===== config.mk =====
export PLATFORM = sky130hd
export DESIGN_NAME = vip_edge_bbox_locator
export DESIGN_NICKNAME = d
export VERILOG_FILES = /design/src/rtl/vip_pkg.sv /design/src/rtl/vip_row_stats.sv /design/src/rtl/vip_edge_bbox_locator.sv
export SDC_FILE = /design/constraint.sdc
export NUM_CORES = 1
export LEC_CHECK = 0
export ABC_AREA = 1
export CELL_PAD_IN_SITES_DETAIL_PLACEMENT = 1
export CELL_PAD_IN_SITES_GLOBAL_PLACEMENT = 1
export CORE_MARGIN = 3
export CORE_UTILIZATION = 48
export DETAILED_ROUTE_END_ITERATION = 10
export PLACE_DENSITY_LB_ADDON = 0.1
export SLEW_MARGIN = 20
export SYNTH_ARGS = -nofsm -noshare
export SYNTH_HDL_FRONTEND = slang
export SYNTH_SLANG_ARGS = --single-unit

===== constraint.sdc =====
create_clock -name clk -period 4.84 [get_ports clk]
set_clock_uncertainty 0.05 [all_clocks]
set_input_delay 0.968 -clock clk [delete_from_list [all_inputs] [get_ports clk]]
set_output_delay 0.968 -clock clk [all_outputs]
set_load 0.02 [all_outputs]

===== src/rtl/vip_pkg.sv =====
// Shared defaults and the published bounding-box record for the VIP edge pipeline.
package vip_pkg;

  localparam int unsigned DEF_IMG_W       = 640;
  localparam int unsigned DEF_IMG_H       = 480;
  localparam int unsigned DEF_CNT_W       = 12;
  localparam int unsigned DEF_MIN_ROW_PIX = 4;

  typedef struct packed {
    logic [DEF_CNT_W-1:0] x_min;
    logic [DEF_CNT_W-1:0] x_max;
    logic [DEF_CNT_W-1:0] y_min;
    logic [DEF_CNT_W-1:0] y_max;
    logic                 found;
  } bbox_t;

endpackage


===== src/rtl/vip_row_stats.sv =====
// Per-row edge statistics: saturating hit count plus leftmost/rightmost hit column.
module vip_row_stats
  import vip_pkg::*;
#(
  parameter int unsigned CNT_W = DEF_CNT_W
) (
  input  logic             clk,
  input  logic             rst_n,
  input  logic             clr,
  input  logic             pix_en,
  input  logic [CNT_W-1:0] pix_x,
  output logic [CNT_W-1:0] row_cnt,
  output logic [CNT_W-1:0] row_xmin,
  output logic [CNT_W-1:0] row_xmax
);

  logic [CNT_W-1:0] cnt_q, cnt_d;
  logic [CNT_W-1:0] xmin_q, xmin_d;
  logic [CNT_W-1:0] xmax_q, xmax_d;

  always_comb begin
    cnt_d  = cnt_q;
    xmin_d = xmin_q;
    xmax_d = xmax_q;
    if (clr) begin
      cnt_d  = '0;
      xmin_d = '1;
      xmax_d = '0;
    end else if (pix_en) begin
      if (cnt_q != '1) cnt_d = cnt_q + 1'b1;
      if (pix_x < xmin_q) xmin_d = pix_x;
      if (pix_x > xmax_q) xmax_d = pix_x;
    end
  end

  // xmin comes out of reset at its "empty row" value so a row cut by reset cannot report column 0.
  always_ff @(posedge clk or negedge rst_n) begin
    if (!rst_n) begin
      cnt_q  <= '0;
      xmin_q <= '1;
      xmax_q <= '0;
    end else begin
      cnt_q  <= cnt_d;
      xmin_q <= xmin_d;
      xmax_q <= xmax_d;
    end
  end

  assign row_cnt  = cnt_q;
  assign row_xmin = xmin_q;
  assign row_xmax = xmax_q;

endmodule


===== src/rtl/vip_edge_bbox_locator.sv =====
// Bounding box of qualifying edge rows per frame, published with a one-cycle strobe at each vsync rise.
module vip_edge_bbox_locator
  import vip_pkg::*;
#(
  parameter int unsigned IMG_W       = DEF_IMG_W,
  parameter int unsigned IMG_H       = DEF_IMG_H,
  parameter int unsigned CNT_W       = DEF_CNT_W,
  parameter int unsigned MIN_ROW_PIX = DEF_MIN_ROW_PIX
) (
  input  logic             clk,
  input  logic             rst_n,
  input  logic             pre_frame_vsync,
  input  logic             pre_frame_href,
  input  logic             pre_frame_clken,
  input  logic             pre_img_bit,
  output logic [CNT_W-1:0] bbox_x_min,
  output logic [CNT_W-1:0] bbox_x_max,
  output logic [CNT_W-1:0] bbox_y_min,
  output logic [CNT_W-1:0] bbox_y_max,
  output logic             bbox_found,
  output logic             bbox_valid
);

  localparam logic [CNT_W-1:0] IMG_W_C = CNT_W'(IMG_W);
  localparam logic [CNT_W-1:0] IMG_H_C = CNT_W'(IMG_H);
  localparam logic [CNT_W-1:0] MIN_C   = CNT_W'(MIN_ROW_PIX);

  logic             vsync_d1_q, href_d1_q;
  logic             vs_rise, h_fall, pix_valid, pix_hit, row_ok;
  logic [CNT_W-1:0] x_q, x_d, y_q, y_d;
  logic [CNT_W-1:0] row_cnt, row_xmin, row_xmax;
  logic [CNT_W-1:0] fxmin_q, fxmin_d, fxmin_n;
  logic [CNT_W-1:0] fxmax_q, fxmax_d, fxmax_n;
  logic [CNT_W-1:0] fymin_q, fymin_d, fymin_n;
  logic [CNT_W-1:0] fymax_q, fymax_d, fymax_n;
  logic             fany_q, fany_d, fany_n;
  logic             prev_seen_q, prev_seen_d;
  logic             valid_q, valid_d;
  bbox_t            bbox_q, bbox_d;

  vip_row_stats #(.CNT_W(CNT_W)) u_row_stats (
    .clk      (clk),
    .rst_n    (rst_n),
    .clr      (vs_rise | h_fall),
    .pix_en   (pix_hit),
    .pix_x    (x_q),
    .row_cnt  (row_cnt),
    .row_xmin (row_xmin),
    .row_xmax (row_xmax)
  );

  always_comb begin
    vs_rise   = pre_frame_vsync & ~vsync_d1_q;
    h_fall    = href_d1_q & ~pre_frame_href;
    pix_valid = pre_frame_href & pre_frame_clken;
    pix_hit   = pix_valid & pre_img_bit & (x_q < IMG_W_C) & (y_q < IMG_H_C);

    x_d = x_q;
    if (vs_rise || h_fall)            x_d = '0;
    else if (pix_valid && x_q != '1)  x_d = x_q + 1'b1;

    y_d = y_q;
    if (vs_rise)                      y_d = '0;
    else if (h_fall && y_q != '1)     y_d = y_q + 1'b1;

    // Row commit is folded into *_n so a vsync rise on the same cycle still latches that row.
    row_ok  = h_fall && (row_cnt >= MIN_C);
    fxmin_n = fxmin_q;
    fxmax_n = fxmax_q;
    fymin_n = fymin_q;
    fymax_n = fymax_q;
    fany_n  = fany_q;
    if (row_ok) begin
      if (row_xmin < fxmin_q) fxmin_n = row_xmin;
      if (row_xmax > fxmax_q) fxmax_n = row_xmax;
      if (!fany_q)            fymin_n = y_q;
      fymax_n = y_q;
      fany_n  = 1'b1;
    end

    fxmin_d     = fxmin_n;
    fxmax_d     = fxmax_n;
    fymin_d     = fymin_n;
    fymax_d     = fymax_n;
    fany_d      = fany_n;
    prev_seen_d = prev_seen_q;
    bbox_d      = bbox_q;
    valid_d     = 1'b0;
    if (vs_rise) begin
      if (prev_seen_q) begin
        valid_d      = 1'b1;
        bbox_d.found = fany_n;
        bbox_d.x_min = fany_n ? fxmin_n : '0;
        bbox_d.x_max = fany_n ? fxmax_n : '0;
        bbox_d.y_min = fany_n ? fymin_n : '0;
        bbox_d.y_max = fany_n ? fymax_n : '0;
      end
      fxmin_d     = '1;
      fxmax_d     = '0;
      fymin_d     = '0;
      fymax_d     = '0;
      fany_d      = 1'b0;
      prev_seen_d = 1'b1;
    end
  end

  always_ff @(posedge clk or negedge rst_n) begin
    if (!rst_n) begin
      vsync_d1_q  <= 1'b0;
      href_d1_q   <= 1'b0;
      x_q         <= '0;
      y_q         <= '0;
      fxmin_q     <= '0;
      fxmax_q     <= '0;
      fymin_q     <= '0;
      fymax_q     <= '0;
      fany_q      <= 1'b0;
      prev_seen_q <= 1'b0;
      valid_q     <= 1'b0;
      bbox_q      <= '0;
    end else begin
      vsync_d1_q  <= pre_frame_vsync;
      href_d1_q   <= pre_frame_href;
      x_q         <= x_d;
      y_q         <= y_d;
      fxmin_q     <= fxmin_d;
      fxmax_q     <= fxmax_d;
      fymin_q     <= fymin_d;
      fymax_q     <= fymax_d;
      fany_q      <= fany_d;
      prev_seen_q <= prev_seen_d;
      valid_q     <= valid_d;
      bbox_q      <= bbox_d;
    end
  end

  assign bbox_x_min = bbox_q.x_min;
  assign bbox_x_max = bbox_q.x_max;
  assign bbox_y_min = bbox_q.y_min;
  assign bbox_y_max = bbox_q.y_max;
  assign bbox_found = bbox_q.found;
  assign bbox_valid = valid_q;

endmodule


==> qor.yml <==
status: "finished, final reports clean"
viasPerCell: 5.38
synth_ff_type: "dfrtp_1"
cts_tree: "built"
synth_xor_area_share_pct: 1.53
post_drt_wl_per_cell_um: 17.1
maxSlewHeadroom_pct: 31.6
synth-edff-count: 0
syn-mean-instance-area_um2: 7.82
fmax_mhz: 301
vias: 7404
grt-ovfl-total: 0
p_leak_nw: 5.05
synth_cells: 1099
root_buffer: "clkbuf_16"
n_antenna_cell: 0
synthSimpleGateAreaFrac_pct: 29.4
clk_pin_slew_ns: 0.06
crit_buf_inv: 6
slowest_stage: "inv_2"
yosysTopAreaCell: "dfrtp_1"
die_h_um: 140
fin_tns_setup_ns: 0
dpl.hpwl_mm: 15.8
setup_viol_count_final: 0
clockBufferDepth: 2
worstSetupEndpointType: "flop"
row_count: 48
synthMuxAreaShare_pct: 0
instances_no_fill: 1375
io_pins: 56
first_iter_violations: 271
irDropWorstVdd_mv: 0.254
fp.dieArea_um2: 19500
worstPathRequired_ns: 5.15
grt_first_pass_wirelength_mm: 40.1
wirelength_mm: 23.6
crit_path_cell_trace: "clkdlybuf4s50_1 > inv_1 > nor2_2 > inv_2 > nand2_1 > buf_4 > inv_2 > nand2_2 > inv_2 > nand2_1 > nand2_1"
post_cts_resized: 0
synth_fa_ha_area_share_pct: 7.28
drtPass1Iterations: 5
cts_hold_buf: 0
yosys_warnings: 0
worstPathArrival_ns: 3.64
grt_antenna_before_repair: 0
hold_viol_final: 0
die_w_um: 140
htreeDepth: 4
worstHoldPathCells: 2
synth_top_family_by_area: "simple AND/OR/NAND/NOR gates"
drc: 0
register_area_um2: 4070
combPwrFrac_pct: 16.5
core_um2: 17400
synthTopCellsByArea: "dfrtp_1 (44%), nand2_1 (15%), ha_1 (7.3%)"
numPortBuffers: 55
post-cts-setup-buffer-count: 0
seq_area_frac_synth_pct: 47.3
drv_slew: 0
synth_top_area_share_pct: 43.7
synth-compound-area-share_pct: 6.33
grt_max_degree: 99
internal_power_mw: 2.48
synthTopCellsByCount: "nand2_1 (346), dfrtp_1 (150), inv_1 (122)"
tightest_slew_ns: 1.03
finalCritPeriodShare_pct: 68.6
ys_types: 31
seq_power_share_pct: 43.6
p_sw_mw: 1.04
clk_latency_ns: 0.43
crit_family: "buffers and inverters"
grt.total_usage_pct: 25.2
ys_seq_elements: 162
synth_most_common_cell: "nand2_1"
place_congestion: 0.839
drtAntennaViolNets: 0
drive_above_1_share_pct: 7.13
p_sw_share_pct: 29.6
slowest_delay_ns: 0.58
multi_input_area_um2: 3830
rsz0062_at_grt: "false"
crit_type: "in2reg"
reg2regPathDepth: 12
syn2layout_area_growth_pct: 15.2
crit_path_max_fanout: 43
min_period_ns: 3.32
num-fill-cells: 2148
place_inst: 1343
startpoint_type: "input port"
cts_buffers: 17
initial_core_util_pct: 49.4
synth_nets: 1155
grt_pass1_vias: 8089
max_cap_violations: 0
syn-cell-area_um2: 8600
numClockSinks: 162
cp.depth: 11
synthArstFlopShare_pct: 100
nets: 1193
clkPwrFrac_pct: 39.9
hold_path_class: "reg2reg"
p_per_area_nw_per_um2: 355
-- routing by layer --
layer  vias up  GRT usage [%]  share of wire (%)
li1       3573              -                  -
met3        38           3.81                2.4
met1      3674           31.9                 44
met4         0           8.57                2.0
met2       119           44.1                 51
met5         -              0                  0
-- worst register-to-register path: cells and delay by family, from the launching register on --
| family | cells | cell delay [ns] |
|---|---|---|
| adders and majority gates | 1 | 0.25 |
| buffers and inverters | 1 | 0.05 |
| DFF | 1 | 0.55 |
| and+or+nand+nor | 10 | 1.91 |
-- power by group through the flow --
stage	clock, mW	sequential (mW)	combinational [mW]
floorplan	0	1.59	0.317
global placement	0	1.55	0.558
detailed placement	0	1.56	0.577
CTS	1.43	1.53	0.587
global route	1.48	1.55	0.651
finish	1.40	1.53	0.579
-- layout make-up --
class	instances	area share (%)
tap	225	2.84
multi-input combinational	761	38.7
clock buffer	19	4.47
clock inverter	13	1.62
sequential	162	41.1
inverter	134	5.08
timing repair buffer	61	6.16
-- path summary, 6_finish.rpt --
path | from | endpoint | slack, ns
setup / recovery | pre_frame_vsync | u_row_stats.row_cnt[11] | 1.52
hold / removal | prev_seen_q | prev_seen_q | 0.42
setup reg to reg | u_row_stats.row_xmin[7] | bbox_x_min[11] | 1.97
hold reg to reg | prev_seen_q | prev_seen_q | 0.42
max in group asynchronous | rst_n | u_row_stats.row_xmin[8] | 3.30
min in group asynchronous | rst_n | fxmin_q[5] | 0.58
-- cells by family (layout without fill, tap and decap cells) --
logic type,count (synthesis),after routing
buffers and inverters,176,227
adders and majority gates,50,50
DFF,162,162
AOI/OAI and AO/OA,95,95
xor gates and xnor gates,15,15
and+or+nand+nor,601,601
-- metrics by stage --
stage / cell area, um2 / setup slack [ns] / hold slack, ns / utilization (%) / total power, mW
2_1_floorplan: 8600 / 2.74 / 0.383 / - / 1.90
3_3_place_gp: 9290 / 1.21 / 0.396 / 53.3 / 2.11
3_5_place_dp: 9290 / 1.12 / 0.416 / 53.3 / 2.13
4_1_cts: 9890 / 1.56 / 0.421 / 56.8 / 3.55
5_1_grt: 9900 / 1.32 / 0.455 / 56.8 / 3.68
6_report: 9900 / 1.52 / 0.417 / 56.8 / 3.52
-- cells in the final DEF (no fill, tap or decap), types with 4 or more instances in the layout --
cell / count
nand3_1: 110
inv_1: 122
ha_1: 50
nand2_1: 346
inv_2: 12
o21ai_1: 25
dfrtp_1: 150
nor2_1: 91
xor2_1: 14
nor3_1: 14
o21ai_0: 33
nand4_1: 29
buf_4: 5
dfstp_2: 12
a21oi_1: 21
clkdlybuf4s50_1: 54
clkbuf_16: 17
clkinv_2: 4
o21ai_2: 9
Power figures use the tool's default switching activity.
